[src/rtl/mm_pkg.sv]
// Shared definitions for the matrix_multiplier host port driver: widths,
// memory read latency and the driver state encoding.
package mm_pkg;

    localparam int MM_DATA_WIDTH  = 32;
    localparam int MM_ADDR_WIDTH  = 12;
    localparam int MEM_RD_LATENCY = 1;

    typedef enum logic [1:0] {
        IDLE     = 2'd0,
        LOAD     = 2'd1,
        WAIT_RES = 2'd2,
        READ     = 2'd3
    } state_t;

endpackage

[src/rtl/mm_stream_buffer.sv]
// Two-entry FIFO holding result words between the memory read port and the
// result stream; a pop on empty or a push on full without a pop is ignored.
module mm_stream_buffer
    import mm_pkg::*;
#(
    parameter int DATA_WIDTH = MM_DATA_WIDTH
) (
    input  logic                  clk,
    input  logic                  reset,
    input  logic                  push,
    input  logic [DATA_WIDTH-1:0] push_data,
    input  logic                  pop,
    output logic [1:0]            count,
    output logic [DATA_WIDTH-1:0] head_data
);

    logic [DATA_WIDTH-1:0] entry_q [2];
    logic [DATA_WIDTH-1:0] entry_d [2];
    logic                  rd_idx_q, rd_idx_d;
    logic                  wr_idx_q, wr_idx_d;
    logic [1:0]            count_q, count_d;
    logic                  pop_ok, push_ok;

    assign pop_ok    = pop && (count_q != 2'd0);
    assign push_ok   = push && ((count_q != 2'd2) || pop_ok);
    assign count     = count_q;
    assign head_data = entry_q[rd_idx_q];

    always_comb begin
        entry_d  = entry_q;
        rd_idx_d = rd_idx_q;
        wr_idx_d = wr_idx_q;
        count_d  = count_q;
        if (push_ok) begin
            entry_d[wr_idx_q] = push_data;
            wr_idx_d          = ~wr_idx_q;
        end
        if (pop_ok) begin
            rd_idx_d = ~rd_idx_q;
        end
        if (push_ok && !pop_ok) begin
            count_d = count_q + 2'd1;
        end else if (pop_ok && !push_ok) begin
            count_d = count_q - 2'd1;
        end
    end

    always_ff @(posedge clk) begin
        if (reset) begin
            entry_q[0] <= '0;
            entry_q[1] <= '0;
            rd_idx_q   <= 1'b0;
            wr_idx_q   <= 1'b0;
            count_q    <= 2'd0;
        end else begin
            entry_q  <= entry_d;
            rd_idx_q <= rd_idx_d;
            wr_idx_q <= wr_idx_d;
            count_q  <= count_d;
        end
    end

endmodule

[src/rtl/mm_host_port_driver.sv]
// Host-side initiator for the matrix_multiplier memory port: streams operands
// into memory from address 0, then reads the result region back as a stream.
module mm_host_port_driver
    import mm_pkg::*;
#(
    parameter int DATA_WIDTH = MM_DATA_WIDTH,
    parameter int ADDR_WIDTH = MM_ADDR_WIDTH
) (
    input  logic                  clk,
    input  logic                  reset,
    input  logic                  start,
    input  logic [ADDR_WIDTH-1:0] load_len,
    input  logic [ADDR_WIDTH-1:0] res_base,
    input  logic [ADDR_WIDTH-1:0] res_len,
    input  logic [DATA_WIDTH-1:0] in_data,
    input  logic                  in_valid,
    output logic                  in_ready,
    output logic [DATA_WIDTH-1:0] mem_data_in,
    output logic [ADDR_WIDTH-1:0] mem_address,
    output logic                  mem_write_enable,
    input  logic [DATA_WIDTH-1:0] mem_data_out,
    input  logic                  result_ready,
    output logic [DATA_WIDTH-1:0] out_data,
    output logic                  out_valid,
    input  logic                  out_ready,
    output logic                  busy,
    output logic                  done
);

    localparam logic [ADDR_WIDTH-1:0] ADDR_ONE = ADDR_WIDTH'(1);

    state_t                state_q, state_d;
    logic [ADDR_WIDTH-1:0] wr_ptr_q, wr_ptr_d;
    logic [ADDR_WIDTH-1:0] load_rem_q, load_rem_d;
    logic [ADDR_WIDTH-1:0] rd_ptr_q, rd_ptr_d;
    logic [ADDR_WIDTH-1:0] rd_rem_q, rd_rem_d;
    logic [ADDR_WIDTH-1:0] pop_rem_q, pop_rem_d;
    logic [ADDR_WIDTH-1:0] mem_address_q, mem_address_d;
    logic [DATA_WIDTH-1:0] mem_data_in_q, mem_data_in_d;
    logic                  mem_we_q, mem_we_d;
    logic                  in_flight_q, in_flight_d;
    logic                  done_q, done_d;
    logic [1:0]            buf_count;
    logic                  pop;
    logic                  issue;
    logic [2:0]            level;

    mm_stream_buffer #(.DATA_WIDTH(DATA_WIDTH)) u_buf (
        .clk       (clk),
        .reset     (reset),
        .push      (in_flight_q),
        .push_data (mem_data_out),
        .pop       (pop),
        .count     (buf_count),
        .head_data (out_data)
    );

    assign out_valid        = (buf_count != 2'd0);
    assign pop              = out_valid && out_ready;
    assign in_ready         = (state_q == LOAD);
    assign busy             = (state_q != IDLE);
    assign done             = done_q;
    assign mem_data_in      = mem_data_in_q;
    assign mem_write_enable = mem_we_q;
    // Read addresses are presented combinationally so the word returns in time
    // to be counted by the single in-flight flag.
    assign mem_address      = (state_q == READ) ? rd_ptr_q : mem_address_q;

    assign level = 3'(buf_count) + 3'(in_flight_q) - 3'(pop);
    assign issue = (state_q == READ) && (rd_rem_q != '0) && (level < 3'd2);

    always_comb begin
        state_d       = state_q;
        wr_ptr_d      = wr_ptr_q;
        load_rem_d    = load_rem_q;
        rd_ptr_d      = rd_ptr_q;
        rd_rem_d      = rd_rem_q;
        pop_rem_d     = pop_rem_q;
        mem_address_d = mem_address_q;
        mem_data_in_d = mem_data_in_q;
        mem_we_d      = 1'b0;
        in_flight_d   = 1'b0;
        done_d        = 1'b0;
        unique case (state_q)
            IDLE: begin
                if (start) begin
                    wr_ptr_d   = '0;
                    load_rem_d = load_len;
                    rd_ptr_d   = res_base;
                    rd_rem_d   = res_len;
                    pop_rem_d  = res_len;
                    state_d    = (load_len == '0) ? WAIT_RES : LOAD;
                end
            end
            LOAD: begin
                if (in_valid) begin
                    mem_we_d      = 1'b1;
                    mem_data_in_d = in_data;
                    mem_address_d = wr_ptr_q;
                    wr_ptr_d      = wr_ptr_q + ADDR_ONE;
                    load_rem_d    = load_rem_q - ADDR_ONE;
                    if (load_rem_q == ADDR_ONE) begin
                        state_d = WAIT_RES;
                    end
                end
            end
            WAIT_RES: begin
                if (pop_rem_q == '0) begin
                    state_d = IDLE;
                    done_d  = 1'b1;
                end else if (result_ready) begin
                    state_d = READ;
                end
            end
            READ: begin
                if (issue) begin
                    rd_ptr_d    = rd_ptr_q + ADDR_ONE;
                    rd_rem_d    = rd_rem_q - ADDR_ONE;
                    in_flight_d = 1'b1;
                end
                if (pop) begin
                    pop_rem_d = pop_rem_q - ADDR_ONE;
                    if (pop_rem_q == ADDR_ONE) begin
                        state_d = IDLE;
                        done_d  = 1'b1;
                    end
                end
            end
            default: state_d = IDLE;
        endcase
    end

    always_ff @(posedge clk) begin
        if (reset) begin
            state_q       <= IDLE;
            wr_ptr_q      <= '0;
            load_rem_q    <= '0;
            rd_ptr_q      <= '0;
            rd_rem_q      <= '0;
            pop_rem_q     <= '0;
            mem_address_q <= '0;
            mem_data_in_q <= '0;
            mem_we_q      <= 1'b0;
            in_flight_q   <= 1'b0;
            done_q        <= 1'b0;
        end else begin
            state_q       <= state_d;
            wr_ptr_q      <= wr_ptr_d;
            load_rem_q    <= load_rem_d;
            rd_ptr_q      <= rd_ptr_d;
            rd_rem_q      <= rd_rem_d;
            pop_rem_q     <= pop_rem_d;
            mem_address_q <= mem_address_d;
            mem_data_in_q <= mem_data_in_d;
            mem_we_q      <= mem_we_d;
            in_flight_q   <= in_flight_d;
            done_q        <= done_d;
        end
    end

endmodule

[config.mk]
export PLATFORM = sky130hd
export DESIGN_NAME = mm_host_port_driver
export DESIGN_NICKNAME = d
export VERILOG_FILES = /design/src/rtl/mm_pkg.sv /design/src/rtl/mm_stream_buffer.sv /design/src/rtl/mm_host_port_driver.sv
export SDC_FILE = /design/constraint.sdc
export NUM_CORES = 1
export LEC_CHECK = 0
export ABC_CLOCK_PERIOD_IN_PS = 3100
export BUFFER_PORTS_ARGS = -buffer_cell sky130_fd_sc_hd__buf_2
export CORE_MARGIN = 2
export CORE_UTILIZATION = 40
export CTS_CLUSTER_DIAMETER = 80
export DETAILED_ROUTE_END_ITERATION = 8
export GPL_TIMING_DRIVEN = 0
export PLACE_DENSITY = 0.74
export SLEW_MARGIN = 20
export SYNTH_ARGS = -nofsm -noshare
export SYNTH_HDL_FRONTEND = slang
export SYNTH_SLANG_ARGS = --single-unit
[constraint.sdc]
create_clock -name clk -period 3.1 [get_ports clk]
set_input_delay 0.62 -clock clk [delete_from_list [all_inputs] [get_ports clk]]
set_output_delay 0.62 -clock clk [all_outputs]
set_load 0.02 [all_outputs]
==> summary.log <==
[die] # IOs 187
[sta] transition time of the tightest slew-check pin 0.7360 ns
[placement] pre-CTS setup slack 0.2646 ns
[pwr] leak pwr 0.004013 uW
[flow_run] number of maximum-capacitance constraint violations 0
[worst_setup_path] Critical Path, Cell by Cell buf_2, nand2_2, clkbuf_2, buf_1, nand2_1, nand2_1, buf_2
[sta] RSZ-0062 raised after global routing no
[grt] overall routing resource usage 22.34%
[grt] global-route wire length before repair 38.92 mm
[route] TritonRoute pass-1 iters 6
[cts] clock tree from TritonCTS built
[cts] hold-fix buffers at CTS 0
[finish] diode count 0
[sta] final total negative setup slack 0 ns
[route] routed vias/inst 5.308
[cts] number of CTS-inserted buffers 17
[yosys] yosys warns 0
[grt] vias in the first global route 7,742
[route] Routed WL 24.26 mm
[route] DRC 0
[placement] detailed placement HPWL 17.65 mm
[sta] final setup violating endpoints 0
[sta] setup skew after layout 0.01092 ns
[sta] worst-case headroom to the max-slew limit 50.93%
[finish] count of fill cells added during filler insertion 2,003
[grt] sum of overflow across all layers after global routing 0
[yosys] sequential element share of the synthesized area 43.38%
[cts] buffer cell driving the clock tree root clkbuf_16
[sta] worst-case setup margin in the final layout 0.2462 ns
[worst_hold_path] worst hold path type in2reg
[route] post-route ant nets 0
[sta] Final Max Slew Viols 0
[worst_setup_path] crit path kind reg2out
[cts] total number of clock tree sinks 177
[route] initial detailed-routing violation count 560
[sta] final critical path time including I/O delays and setup 2.854 ns
[worst_setup_path] arrival time reported for the critical path endpoint 2.23 ns
[cts] clock latency at the later pin of the worst-skew pair 0.44 ns
[placement] gp weighted congestion 0.8938
[sta] max frequency 350.4 MHz
[yosys] post-synthesis instance area 8168 um2
[worst_setup_path] crit path launch type register
[pwr] power per standard cell area 569.7 nW/um2
[yosys] number of flops mapped to enable cells by yosys 0
[worst_setup_path] CP top delay family buffers and inverters
[die] die height 146.9 um
[yosys] number of distinct standard cells referenced by the synthesized netlist 62
[die] FP Rows 52
[die] placeable core region 20,100 um2
[die] die boundary width 146.9 um
[yosys] asr flop ratio synth 0%
[die] overall die area 21,580 um2
[yosys] Cells after Synth 1,070
[sta] share of the cycle needed by the critical path after routing 92.06%
[pwr] maximum vdd drop 0.0004172 V
[finish] number of non-filler instances in the completed layout 1,557
[sta] final hold vios 0
[worst_setup_path] capturing element type of the critical path output port
[cts] clock-pin slew on the worst setup and hold paths 0.08 ns
[worst_setup_path] count of buffer and inverter cells on the critical path 4
[die] starting density of the core 40.63%
[yosys] Mean Syn Cell Area 7.633 um2
[finish] layout-stage area growth over the synthesis result 23.02%
[grt] pin count of the biggest net entering global routing 20
[cts] clk buf depth 2
[finish] Finished Cell Area 10,050 um2
[worst_setup_path] Max Fanout on Critical Path 10
[yosys] synthesized netlist net count 1,187
[placement] port bufs 186
[yosys] #FFs+latches synth 177
[finish] utilization after layout 49.98%
[worst_setup_path] cell at the slowest stage of the critical path dfxtp_1
[grt] number of antenna violations at the first check in global routing 1
[finish] share of layout cells above drive strength 1 21.83%
[placement] total instance count after detailed placement 1,526
[finish] final net count 1,391
[outcome] status completed
[route] Wirelength per Cell 15.58 um
[placement] dpl cell area 9437 um2
[yosys] dominant register cell in the synthesized netlist dfxtp_1
[cts] CTS HTree Levels 4
[worst_setup_path] maximum single-stage delay on the critical path 0.34 ns
[worst_setup_path] required time worst endpoint 2.48 ns
[route] via count 8,264
-- cells by family (layout without fill, tap and decap cells) --
group                      Yosys count  count (layout)  synth area share [%]
xor gates and xnor gates            13              13                 1.394
adders and majority gates           11              11                 1.777
buffers and inverters               87             304                 4.151
DFF                                177             177                 43.38
AOI/OAI and AO/OA                  279             279                 19.76
and+or+nand+nor                    471             471                 25.12
muxes                               32              32                 4.412
-- metrics by stage --
step	power (uW)	hold WS [ns]
2_1_floorplan	3188	0.4329
3_3_place_gp	3505	0.4380
3_5_place_dp	3521	0.4437
4_1_cts	5746	0.3937
5_1_grt	5953	0.3972
6_report	5724	0.4111
-- power by group --
| group | switching (uW) | internal (uW) | total, uW | leakage, uW |
|---|---|---|---|---|
| logic | 624 | 379 | 1000 | 0.00228 |
| registers | 101 | 2380 | 2480 | 0.00144 |
| clock network | 1070 | 1170 | 2240 | 0.000297 |
-- timing repair --
item | CTS | global route
setup endpoints to repair | 4 | 10
hold endpoints to repair | 0 | 0
resized for setup | 3 | 1
pin swaps | 0 | 0
buffers inserted | 0 | 0
-- cell type report --
class | count | area, um2 | share of cell area (%)
multi-input combinational | 806 | 4288 | 42.67
sequential | 177 | 3543 | 35.26
timing repair buffer | 186 | 930.9 | 9.264
clock buffer | 17 | 425.4 | 4.234
tap | 270 | 337.8 | 3.362
buffer | 72 | 286.5 | 2.851
clock inverter | 15 | 183.9 | 1.830
inverter | 14 | 52.55 | 0.5230
-- synth_stat cells, drive strengths merged, types with 3 or more instances --
cell type / number / area share (%)
a211oi: 13 / 1.3
a21o: 3 / 0.28
a21oi: 166 / 10
a22oi: 7 / 0.64
a2bb2oi: 3 / 0.32
a311oi: 5 / 0.54
a31oi: 4 / 0.31
and2: 9 / 0.69
and3: 3 / 0.23
buf: 21 / 1.1
clkbuf: 52 / 2.4
dfxtp: 177 / 43
ha: 10 / 1.5
inv: 13 / 0.60
mux2: 32 / 4.4
nand2: 302 / 14
nand2b: 12 / 0.92
nand3: 17 / 1.0
nand3b: 4 / 0.37
nand4: 6 / 0.46
nor2: 61 / 2.8
nor2b: 4 / 0.31
nor3: 19 / 1.2
nor3b: 4 / 0.43
nor4: 8 / 0.69
o21a: 4 / 0.37
o21ai: 44 / 2.7
o22ai: 4 / 0.31
o31ai: 5 / 0.46
o32ai: 11 / 1.2
or2: 6 / 0.46
or3: 4 / 0.37
or4: 4 / 0.41
xnor2: 7 / 0.75
xor2: 6 / 0.64
-- tightest hold or removal path, cell delays in order --
cell and delay (ns):
buf_2 0.09, nand2_1 0.04, a21oi_1 0.05
-- cell usage in the layout, fill, tap and decap left out, types with 17 or more instances in the layout --
cell type | synthesis | final
nand2_1 | 302 | 301
buf_2 | 10 | 197
dfxtp_1 | 177 | 177
a21oi_1 | 165 | 165
nor2_1 | 61 | 61
clkbuf_1 | 52 | 49
o21ai_0 | 41 | 41
mux2_2 | 32 | 32
nor3_1 | 19 | 19
nand3_1 | 17 | 17
clkbuf_16 | 0 | 17
-- layer usage --
layer	GRT usage (%)	up-vias	part of all wire (%)
met5	0	-	0.045
met4	7.404	2	2.1
met3	5.590	40	6.6
met2	36.62	277	46
met1	28.96	3850	45
li1	-	4095	-
-- path summary, 6_finish.rpt --
path,startpoint,to,slack [ns],depth (start not counted)
hold / removal,in_data[8],mem_data_in[8],0.41,3
hold reg to reg,u_buf.entry_q[32],u_buf.entry_q[32],0.45,2
setup / recovery,state_q[0],mem_address[6],0.25,7
setup reg to reg,u_buf.count[1],rd_rem_q[4],0.49,10
-- flip-flops by register name, summed over array words and instances (netlist names) --
signal / count
state_q: 2
pop_rem_q: 12
mem_data_in: 32
mem_write_enable: 1
rd_ptr_q: 12
u_buf.wr_idx_q: 1
u_buf.entry_q: 64
u_buf.count: 2
done: 1
u_buf.rd_idx_q: 1
rd_rem_q: 12
in_flight_q: 1
wr_ptr_q: 12
load_rem_q: 12
mem_address_q: 12
Note: power is estimated with default switching activity, not from simulation.
